$ cat src/rtl/mn_soc_host_de10_nano_soc_button_debounce.sv
// rtl/mn_soc_host_de10_nano_soc_button_debounce.sv - KEY button synchroniser, debouncer and glitch counter
module mn_soc_host_de10_nano_soc_button_debounce #(
    parameter int               WIDTH           = 2,
    parameter int               DEBOUNCE_CYCLES = 1000000,
    parameter int               CNT_WIDTH       = 20,
    parameter logic [WIDTH-1:0] RESET_VALUE     = {WIDTH{1'b1}}
) (
    input  logic             clk,
    input  logic             reset_n,
    input  logic [WIDTH-1:0] button_in,
    output logic [WIDTH-1:0] button_out,
    output logic [WIDTH-1:0] press_pulse,
    output logic [WIDTH-1:0] release_pulse,
    input  logic             glitch_clr,
    output logic [15:0]      glitch_count
);

    localparam logic [CNT_WIDTH-1:0] CNT_LAST = CNT_WIDTH'(DEBOUNCE_CYCLES - 1);

    typedef enum logic {
        STABLE  = 1'b0,
        PENDING = 1'b1
    } state_t;

    logic [WIDTH-1:0]     sync0;
    logic [WIDTH-1:0]     sync1;
    logic [WIDTH-1:0]     reject;
    state_t               state [WIDTH];
    logic [CNT_WIDTH-1:0] cnt   [WIDTH];
    logic [31:0]          glitch_sum;

    always_ff @(posedge clk or negedge reset_n) begin
        if (!reset_n) begin
            sync0 <= RESET_VALUE;
            sync1 <= RESET_VALUE;
        end else begin
            sync0 <= button_in;
            sync1 <= sync0;
        end
    end

    // A channel rejects when it was qualifying a new level and the synchronised input fell back.
    always_comb begin
        reject = '0;
        for (int i = 0; i < WIDTH; i++) begin
            reject[i] = (state[i] == PENDING) && (sync1[i] == button_out[i]);
        end
    end

    always_ff @(posedge clk or negedge reset_n) begin
        if (!reset_n) begin
            button_out    <= RESET_VALUE;
            press_pulse   <= '0;
            release_pulse <= '0;
            for (int i = 0; i < WIDTH; i++) begin
                state[i] <= STABLE;
                cnt[i]   <= '0;
            end
        end else begin
            press_pulse   <= '0;
            release_pulse <= '0;
            for (int i = 0; i < WIDTH; i++) begin
                case (state[i])
                    STABLE: begin
                        if (sync1[i] != button_out[i]) begin
                            state[i] <= PENDING;
                            cnt[i]   <= CNT_WIDTH'(1);
                        end else begin
                            cnt[i]   <= '0;
                        end
                    end
                    PENDING: begin
                        if (sync1[i] == button_out[i]) begin
                            state[i] <= STABLE;
                            cnt[i]   <= '0;
                        end else if (cnt[i] == CNT_LAST) begin
                            button_out[i]    <= sync1[i];
                            press_pulse[i]   <= ~sync1[i];
                            release_pulse[i] <= sync1[i];
                            state[i]         <= STABLE;
                            cnt[i]           <= '0;
                        end else begin
                            cnt[i] <= cnt[i] + CNT_WIDTH'(1);
                        end
                    end
                    default: begin
                        state[i] <= STABLE;
                        cnt[i]   <= '0;
                    end
                endcase
            end
        end
    end

    // Wide sum so that several simultaneous rejects near the top still saturate instead of wrapping.
    always_comb begin
        glitch_sum = {16'b0, glitch_count};
        for (int i = 0; i < WIDTH; i++) begin
            glitch_sum = glitch_sum + 32'(reject[i]);
        end
    end

    always_ff @(posedge clk or negedge reset_n) begin
        if (!reset_n) begin
            glitch_count <= '0;
        end else if (glitch_clr) begin
            glitch_count <= '0;
        end else if (glitch_sum > 32'h0000_FFFF) begin
            glitch_count <= 16'hFFFF;
        end else begin
            glitch_count <= glitch_sum[15:0];
        end
    end

endmodule

$ cat config.mk
export PLATFORM = sky130hd
export DESIGN_NAME = mn_soc_host_de10_nano_soc_button_debounce
export DESIGN_NICKNAME = d
export VERILOG_FILES = /design/src/rtl/mn_soc_host_de10_nano_soc_button_debounce.sv
export SDC_FILE = /design/constraint.sdc
export NUM_CORES = 1
export LEC_CHECK = 0
export CELL_PAD_IN_SITES_DETAIL_PLACEMENT = 0
export CELL_PAD_IN_SITES_GLOBAL_PLACEMENT = 1
export CORE_MARGIN = 1
export CORE_UTILIZATION = 49
export CTS_BUF_LIST = sky130_fd_sc_hd__clkbuf_8 sky130_fd_sc_hd__clkbuf_16
export DETAILED_ROUTE_END_ITERATION = 12
export GPL_TIMING_DRIVEN = 1
export HOLD_SLACK_MARGIN = 0.1
export PLACE_DENSITY = 0.91
export SLEW_MARGIN = 10
export SYNTH_ARGS = -nofsm -noshare
export SYNTH_HDL_FRONTEND = slang
export SYNTH_SLANG_ARGS = --single-unit
$ cat constraint.sdc
create_clock -name clk -period 5.25 [get_ports clk]
set_input_delay 1.3125 -clock clk [delete_from_list [all_inputs] [get_ports clk]]
set_output_delay 1.3125 -clock clk [all_outputs]
set_load 0.05 [all_outputs]
# After elaboration in Yosys (flattened, before gate mapping)
# Index checks and enable logic that the tools add are counted.
[op_classes]
n_eq_ne = 6
muxes = 30
reduce_logical = 4
bitwise_logic = 6
addsub = 4
magnitude_cmp = 1
[op_table]
columns = ["operator", "n"]
rows = [
  ["2-to-1 mux 20 bit", 4],
  ["case mux 20 bit (2 select lines)", 2],
  ["adder 20 x 1 -> 20 bit, second input constant", 2],
  ["== test 20 bit, second input constant", 2],
  ["2-to-1 mux 16 bit", 2],
  ["2-to-1 mux 1 bit", 20],
  ["adder 17 x 1 -> 18 bit", 1],
  ["> comparator 18 x 16 -> 1 bit, second input constant", 1],
  ["adder 16 x 1 -> 17 bit", 1],
  ["inverter 1 bit", 6],
  ["AND reduction 3 bit", 2],
  ["case mux 1 bit (2 select lines)", 2],
  ["== test 1 bit", 2],
  ["logical AND 1 bit", 2],
  ["inequality test 1 bit", 2],
]
[word_totals]
output_inout_bits = 22
elab_cells = 62
inputBits = 5
reg_bits = 68

# Depth between registers and ports, before layout
# Gate-level depths: netlist of run 1.
[logic_depth]
depth_word = 7
depth_mapped = 10
depth_no_buf = 9

# Least setup slack after synthesis of run 1
# OpenSTA, ideal clock, no wires.
[synth_path]
path_kind = "flip-flop to flip-flop"
from = "reg button_out[1]"
to = "reg glitch_count[10]"
t_required_ps = 5172
path_buffers = 1
period_less_slack_ps = 2875
path_stages_with_launch = 11
t_arrival_ps = 2797
setup_time_ps = 78
path_slack_ps = 2375
cell_sequence = "dfstp_2 -> xnor2_1 -> nand2_1 -> fa_1 -> inv_1 -> ha_1 -> nand3_1 -> nor4_1 -> nand4_1 -> clkbuf_1 -> a21oi_1"
[synth_between]
elab_chain_len = 6
[synth_rtl]
columns = ["element", "line", "text"]
rows = [
  ["from (decl)", "11", "output logic [WIDTH-1:0] button_out,"],
  ["from (signal, indexed assignment)", "77", "button_out[i] <= sync1[i];"],
  ["== test 1 bit (*)", "46", "reject[i] = (state[i] == PENDING) && (sync1[i] == button_out[i]);"],
  ["logical AND 1 bit (*)", "46", ""],
  ["adder 17 x 1 -> 18 bit (*)", "99", "glitch_sum = glitch_sum + 32'(reject[i]);"],
  ["> comparator 18 x 16 -> 1 bit", "108", "end else if (glitch_sum > 32'h0000_FFFF) begin"],
  ["2-to-1 mux 16 bit (*)", "108", ""],
  ["2-to-1 mux 16 bit (*)", "106", "end else if (glitch_clr) begin"],
  ["to (signal assigned)", "111", "glitch_count <= glitch_sum[15:0];"],
  ["to (decl)", "15", "output logic [15:0] glitch_count"],
]
# Mark *: on every way between the ends. The rest lies on a longest branch, timed or not.
# A chain may end at the register's enable or synchronous reset.

# Worst setup path in the final report of run 1
[layout_path]
from = "reg button_out[1]"
to = "reg glitch_count[5]"
# Same word-level chain as after synthesis.

==> results of run 1 <==
==> worst max-delay path: stages (launching register included) <==
cell	delay, ns
dfstp_2	0.57
xnor2_1	0.19
nand2_1	0.13
fa_1	0.43
inv_1	0.07
ha_1	0.22
nand3_1	0.16
nor4_1	0.46
nand4_1	0.54
a21oi_1	0.31
==> per-layer routing <==
layer	vias to the layer above	track usage, %	part of all wire, %
met1	1195	26.17	50
met2	39	29.43	45
met4	0	5.799	0.94
met5	-	0	0
met3	7	5.935	4.4
li1	1206	-	-
==> registers in the layout, summed over array words and instances, names as in the netlist <==
name           flops
press_pulse        2
release_pulse      2
cnt               40
button_out         2
state              2
glitch_count      16
sync0              2
sync1              2
==> metrics by stage <==
| stage | hold slack, ns | total power, mW | std cells | setup WS [ns] |
|---|---|---|---|---|
| floorplan | 0.3452 | 0.5735 | 322 | 2.375 |
| global placement | 0.3568 | 0.5951 | 415 | 2.250 |
| detailed placement | 0.3556 | 0.5956 | 415 | 2.078 |
| CTS | 0.3566 | 1.034 | 431 | 2.064 |
| global route | 0.3636 | 1.061 | 431 | 1.747 |
| finish | 0.3566 | 1.018 | 431 | 2.087 |
==> layout make-up <==
class	count	area, µm²	area share [%]
clock buffers	11	151.4	3.983
clock inverters	5	51.30	1.350
inverters	12	45.04	1.185
multi-input cells	231	1485	39.07
well taps	77	96.34	2.535
repair buffers	27	262.8	6.912
flip-flops and latches	68	1709	44.96
==> worst min-delay path by stage <==
stage,slack (ns),to,depth (start not counted)
after floorplan,0.35,sync1[0]$_DFF_PN1_,0
after global placement,0.36,sync1[0]$_DFF_PN1_,0
after detailed placement,0.36,sync1[1]$_DFF_PN1_,0
after CTS,0.36,sync1[0]$_DFF_PN1_,0
after global routing,0.36,sync1[0]$_DFF_PN1_,0
final,0.36,sync1[0]$_DFF_PN1_,0
==> synth_stat cells (all sizes together) (6+ instances only) <==
| cell | number | share of area [%] |
|---|---|---|
| nor4 | 7 | 1.5 |
| a21oi | 27 | 4.2 |
| o21ai | 8 | 1.3 |
| inv | 12 | 1.4 |
| dfstp | 6 | 4.8 |
| nand2 | 18 | 2.0 |
| nor2 | 33 | 3.8 |
| nor3 | 7 | 1.1 |
| nand3 | 20 | 3.5 |
| dfrtp | 62 | 47 |
| or3 | 8 | 1.5 |
| xor2 | 19 | 5.0 |
| and4 | 6 | 1.6 |
| buf | 8 | 1.6 |
| or4 | 6 | 1.6 |
| nand4 | 15 | 3.0 |
| xnor2 | 19 | 5.0 |
==> cells by family (layout without fill, tap and decap cells) <==
kind of cell    count (synthesis)  after routing
mux                             2              2
xor+xnor                       38             38
compound gates                 47             47
flops                          68             68
simple gates                  140            140
buf+inv                        23             55
fa+ha+maj                       4              4
==> where the power goes <==
part / switching (mW) / leakage [nW] / internal [mW]
clock network: 0.192 / 0.107 / 0.242
registers: 0.00589 / 0.919 / 0.532
logic: 0.0332 / 0.470 / 0.0140
==> results list, run 1 <==
- Final setup TNS: 0 ns
- XOR/XNOR Fraction of Synth Area: 10.08%
* Count of yosys warnings during synthesis: 0
- Of the available clock period, the critical path in the final layout requires 60.24%.
- In this run the critical register-to-register path is launched from button_out[1]$_DFFE_PN1P_.
- The first global-routing pass estimated 10.73 mm of wire.
- In this run, distinct cell masters in the synthesized netlist total 48.
* Final Core Density: 59.19%
* Leakage: 1.495 nW
- The later pin in the worst-skew pair is clocked with a latency of 0.34 ns.
- Share of synthesized cell area in full adder, half adder and majority cells: 1.742%
- Failing checks: DRC
- Placed inst area: 3598 µm²
- Hold repair after CTS inserted 0 buffers.
- In this run, post-CTS repair resized a total of 0 instances.
* Height of the die: 84.11 µm
- Power spread over the standard cell area amounts to 267.9 nW/µm².
- Between clock sinks in the finished design, the worst skew comes to 0.01333 ns.
- Worst supply voltage drop on vdd: 0.1536 mV
* Critical path start-end classification: reg2reg
- CTS tree: done
* Syn avg cell area: 10.26 µm²
- The synthesized netlist devotes 8.258% of its cell area to compound gates.
- The clock passes through at most 2 buffers.
* Number of antenna repair diodes: 0
* Synthesized net count: 331
- For the pin with the worst max-slew slack, the measured transition is 0.8272 ns.
- Counting flops with an async set or reset pin after synthesis yields a share of 100.0%.
- The library cells used most frequently in the layout, excluding fill and tap cells, are dfrtp_1 (62), nor2_1 (33), a21oi_1 (26).
- Data arrival, critical path: 3.41 ns
* Final std cell area, no fill: 3801 µm²
- Input and output buffers added on the ports amount to 26.
- The die covers 7074 µm².
* Hold Crit Class: reg2reg
- For flop-to-flop paths, the worst setup slack is 2.09 ns.
- Sequential elements use 51.74% of the synthesized area.
* Layout cells sized above 1: 9.605%
- The clock tree synthesis step divided the H-tree into 3 levels.
* Starting utilization of the core area: 51.43%
- After detailed routing, the average wire length per cell comes to 14.31 µm.
- Number of buffers added for setup after CTS: 0
- Worst path required time: 5.50 ns
- Summed over all layers, the routed wires come to 6.169 mm.
- The number of antenna violations at the first check in global routing is 0.
- In this run the worst setup path begins at button_out[1]$_DFFE_PN1P_.
- Status: finished, violations left
- Termination of the worst setup path: glitch_count[5]$_DFF_PN0_
- Number of register bits inferred by synthesis: 68
- Pin count of the biggest net entering global routing: 38
* GRT overflow: 0
- For this run, the top clock speed supported by timing is 0.3162 GHz.
- Vias after detailed routing: 2,447
- Number of clock sinks seen by CTS: 68
- Measured against its own limit, the worst slew margin works out to 44.86%.
* Share of cell area taken by muxes after synthesis: 0.7955%
- Num rows: 29
- For the finished layout, the period the worst path requires is 3.163 ns.
- For this run, the detailed router's first-pass iteration total came to 8.
- Compared with the post-synthesis result, the final layout area differs by 15.08%.
- Main flop type after synthesis: dfrtp_1
* Dominant combinational cell family by area after synthesis: simple AND/OR/NAND/NOR gates
* Die Span X: 84.11 µm
* Number of primary I/O pins: 27
- Count of final setup violators: 0
* Routed via count divided by cell count: 5.677
- STA classifies the critical path startpoint as a flop.
- Global routing consumed, over all layers together, 19.15% of the routing resources.
* Worst Min Path Start: sync0[0]$_DFF_PN1_
- The tool flagged a number of max-cap violations equal to 0.
- After the last flow step, the layout net total stands at 358.
- The worst register-to-register path ends at glitch_count[5]$_DFF_PN0_.
- The core region is 6422 µm².
- The number of global-route vias before repair came to 2,321.
- DRT iter0 DRCs: 99
- CTS placed an instance of clkbuf_8 at the clock tree root.
- Crit-path max FO: 13
- Detailed placement ended at an HPWL of 4.095 mm.
* Final Hold Vio Count: 0
- Most common library cell in the layout ignoring fill and taps: dfrtp_1
- Of the total synthesized cell area, the portion taken by AND, OR, NAND and NOR gates is 24.09%.
- Depth of the most critical reg-to-reg path: 9
- CP Capture Type: flop
* Clock-pin slew of the registers on the worst-case setup and hold paths: 0.08 ns
- The max-slew violation total from the final report came to 0.
- The cell area that synthesis handed to floorplanning was 3303 µm².
- Number of buffers created by CTS: 9
- Global placer's final weighted congestion: 0.7902
- Unrepaired setup endpoints after global routing: no
- For this run, design rule violations remaining after detail routing come to 10.
* Gate Count Post-Synth: 322
- The synthesized design contains 0 enable-type register cells.
- The layout has 561 filler cells.
* Antenna-violating nets left: 0
No activity file was read; power rests on OpenSTA's default activity.
==> inputs of run 2 (changes only) <==
--- a/config.mk
+++ b/config.mk
@@ -8,12 +8,12 @@
 export CELL_PAD_IN_SITES_DETAIL_PLACEMENT = 0
 export CELL_PAD_IN_SITES_GLOBAL_PLACEMENT = 1
 export CORE_MARGIN = 1
-export CORE_UTILIZATION = 49
+export CORE_UTILIZATION = 45
 export CTS_BUF_LIST = sky130_fd_sc_hd__clkbuf_8 sky130_fd_sc_hd__clkbuf_16
 export DETAILED_ROUTE_END_ITERATION = 12
 export GPL_TIMING_DRIVEN = 1
 export HOLD_SLACK_MARGIN = 0.1
-export PLACE_DENSITY = 0.91
+export PLACE_DENSITY = 0.85
 export SLEW_MARGIN = 10
 export SYNTH_ARGS = -nofsm -noshare
 export SYNTH_HDL_FRONTEND = slang
==> constraint.sdc (replaced) <==
create_clock -name clk -period 3 [get_ports clk]
set_input_delay 0.75 -clock clk [delete_from_list [all_inputs] [get_ports clk]]
set_output_delay 0.75 -clock clk [all_outputs]
set_load 0.05 [all_outputs]
==> run 2 against run 1 <==
Compared with the run above: clock-buffer cell count unchanged; clock power is 110% higher; maximum frequency is 17% higher; combinational power rose by 78%; highest routed layer unchanged; the flow now finishes without violations; critical endpoint is now glitch_count[6]$_DFF_PN0_; first-iteration DRC count up 16%; sequential cell count is the same; cell area up 3.0%.
==> results list, run 2 (synthesized netlist as in run 1, its figures left out) <==
* Final max-slew violation count: 0
* Global placer's final weighted congestion: 0.7448
- The number of antenna violations at the first check in global routing came to 0.
* Antenna-violating nets left: 0
- The startpoint identified for the worst register-to-register timing path is button_out[1]$_DFFE_PN1P_.
- In the finished design, the share of the clock period the worst path needs comes to 90.29%.
* Layout cells sized above 1: 10.39%
- CTS saw 68 sinks.
* Average wire length per cell after detail routing: 13.44 µm
- Height of the die: 87.68 µm
- Signed area change from the synthesized netlist to the final layout: 18.52%
* Largest Register: cnt
- The endpoint identified for the worst register-to-register timing path is glitch_count[6]$_DFF_PN0_.
* Clock-pin slew of the registers on the worst-case setup and hold paths: 0.07 ns
- Wire length of the first global-routing pass: 10.65 mm
* Number of antenna repair diodes: 0
- Die area: 7687 µm²
- Number of buffers added for setup after CTS: 0
- The H-tree was split into 3 levels.
* Number of cells traversed by the worst hold path: 0
- In this run, post-CTS hold repair placed 0 buffers.
* Total global-route track usage: 17.94%
- After global routing the overflow that remains totals 0.
- Worst supply voltage drop on vdd: 0.2327 mV
* Stages on worst setup path: 10
- Across the routed clock network, the largest skew measured is 0.006762 ns.
- Row generation in the floorplan step produced 30 rows.
* Worst path required time: 3.25 ns
- CP Capture Type: flop
- Vias after detailed routing: 2,446
* Final Core Density: 56.38%
* TritonRoute pass-1 iters: 4
- For this run, design rule violations remaining after detail routing come to 0.
- Status: finished clean
* Final Hold Vio Count: 0
- Among all stages on the critical path, the largest delay is contributed by dfstp_2.
- The worst register-to-register path has a depth of 10.
* Final critical-path required period: 2.709 ns
* Final std cell area, no fill: 3915 µm²
- Entering global routing, the biggest net connects 69 pins.
- Vias in the first global route: 2,298
- In this run the register-to-register setup slack is 0.29 ns.
- Measured against its own limit, the worst slew margin works out to 47.86%.
- Top Family by Delay on Critical Path: simple AND/OR/NAND/NOR gates
- The number of clock buffers added by TritonCTS is 9.
* Critical Path Source Type: flop
- Final Power: 1.952 mW
- In this run the cell area measured after placement is 3650 µm².
* Hold slack final: 0.3606 ns
- For the worst-skew pair, the clock arrives at the later sink with an insertion delay of 0.34 ns.
- TritonCTS built the clock tree.
* Number of buffers and inverters on the critical path: 2
* Registers with the highest flip-flop counts: cnt x40, glitch_count x16
- Count of final setup violators: 0
* IO buf count: 26
- At the pin with the least slew margin, the transition time is 0.7821 ns.
* Clock Tree Root: clkbuf_8
- Total power divided by cell area: 498.7 nW/µm²
- Commonest cells after routing, fill and taps aside: dfrtp_1 (62), nor2_1 (33), a21oi_1 (26)
- After legalization and detailed placement, the total HPWL measured 4.107 mm.
- Max-cap check violation count: 0
* Fmax: 0.3692 GHz
- CTS max path bufs: 2
- Max reg flops: 40
- Total of cells resized after clock tree synthesis: 0
- Number of primary I/O pins: 27
- Critical Path Start: button_out[1]$_DFFE_PN1P_
- The path class of the tightest hold or removal check is reg2reg.
- Data arrival, critical path: 2.96 ns
- Walking the worst path, the cells encountered are xnor2_1 -> nand2_1 -> fa_1 -> inv_1 -> ha_1 -> nand3_1 -> nor4_4 -> nand4_1 -> buf_4 -> a21oi_1.
* Critical path start-end classification: reg2reg
- For the final routed database, the setup TNS stands at 0 ns.
- In this run, the number of DRC markers left after iteration 0 of detailed routing was 115.
* Leakage: 1.549 nW
- Placeable Area: 6944 µm²
* Die Span X: 87.68 µm
- CP max stage delay: 0.57 ns
- Using the TritonRoute via totals, the vias-per-cell ratio works out to 5.412.
- The initial utilization of the core area, before any placement, comes to 47.57%.
- The library cell used most frequently in the layout, excluding fill and tap cells, is dfrtp_1.
* Crit-path max FO: 7
- Aggregate routed wire length: 6.073 mm
- In the final design database the tool counted 360 nets.
- Worst Hold Path EP: sync1[0]$_DFF_PN1_
- Worst Min Path Start: sync0[0]$_DFF_PN1_
[run 2: changes by cell type in the layout (fill, tap and decap cells not counted), sizes merged]
cell / previous run / this run
buf: 2 / 4
bufinv: 1 / 3
clkinv: 2 / 1
clkinvlp: 1 / 0
[run 2: where the power goes]
group	switching [mW]	internal, mW	total (mW)
combinational	0.0581	0.0263	0.0844
sequential	0.0103	0.930	0.941
clock	0.334	0.593	0.927
[run 2: how the worst max path moves through the flow]
stage	slack [ns]	endpoint
detailed placement	0.25	glitch_count[6]$_DFF_PN0_
global placement	0.31	glitch_count[0]$_DFF_PN0_
floorplan	0.12	glitch_count[10]$_DFF_PN0_
CTS	0.22	glitch_count[6]$_DFF_PN0_
global route	-0.004	glitch_count[5]$_DFF_PN0_
finish	0.29	glitch_count[6]$_DFF_PN0_
[run 2: through the flow]
stage          setup WS (ns)  instances
2_1_floorplan         0.1250        322
3_3_place_gp          0.3086        436
3_5_place_dp          0.2541        436
4_1_cts               0.2213        452
5_1_grt            -0.004136        452
6_report              0.2913        452
[run 2: area by class of cell]
| class | count | area, µm² |
|---|---|---|
| Inverter | 12 | 45.04 |
| Timing Repair Buffer | 29 | 290.3 |
| Clock inverter | 5 | 98.84 |
| Sequential cell | 68 | 1709 |
| Multi-Input combinational cell | 231 | 1500 |
| Tap cell | 96 | 120.1 |
| Clock buffer | 11 | 151.4 |
| Fill cell | 616 | 3029 |
[run 2: per-layer routing]
layer / up-vias / wire (µm) / track usage [%]
met5: - / 0 / 0
met4: 0 / 98 / 7.601
met3: 10 / 193 / 3.770
met2: 43 / 2750 / 26.70
met1: 1196 / 3030 / 25.46
li1: 1197 / - / -
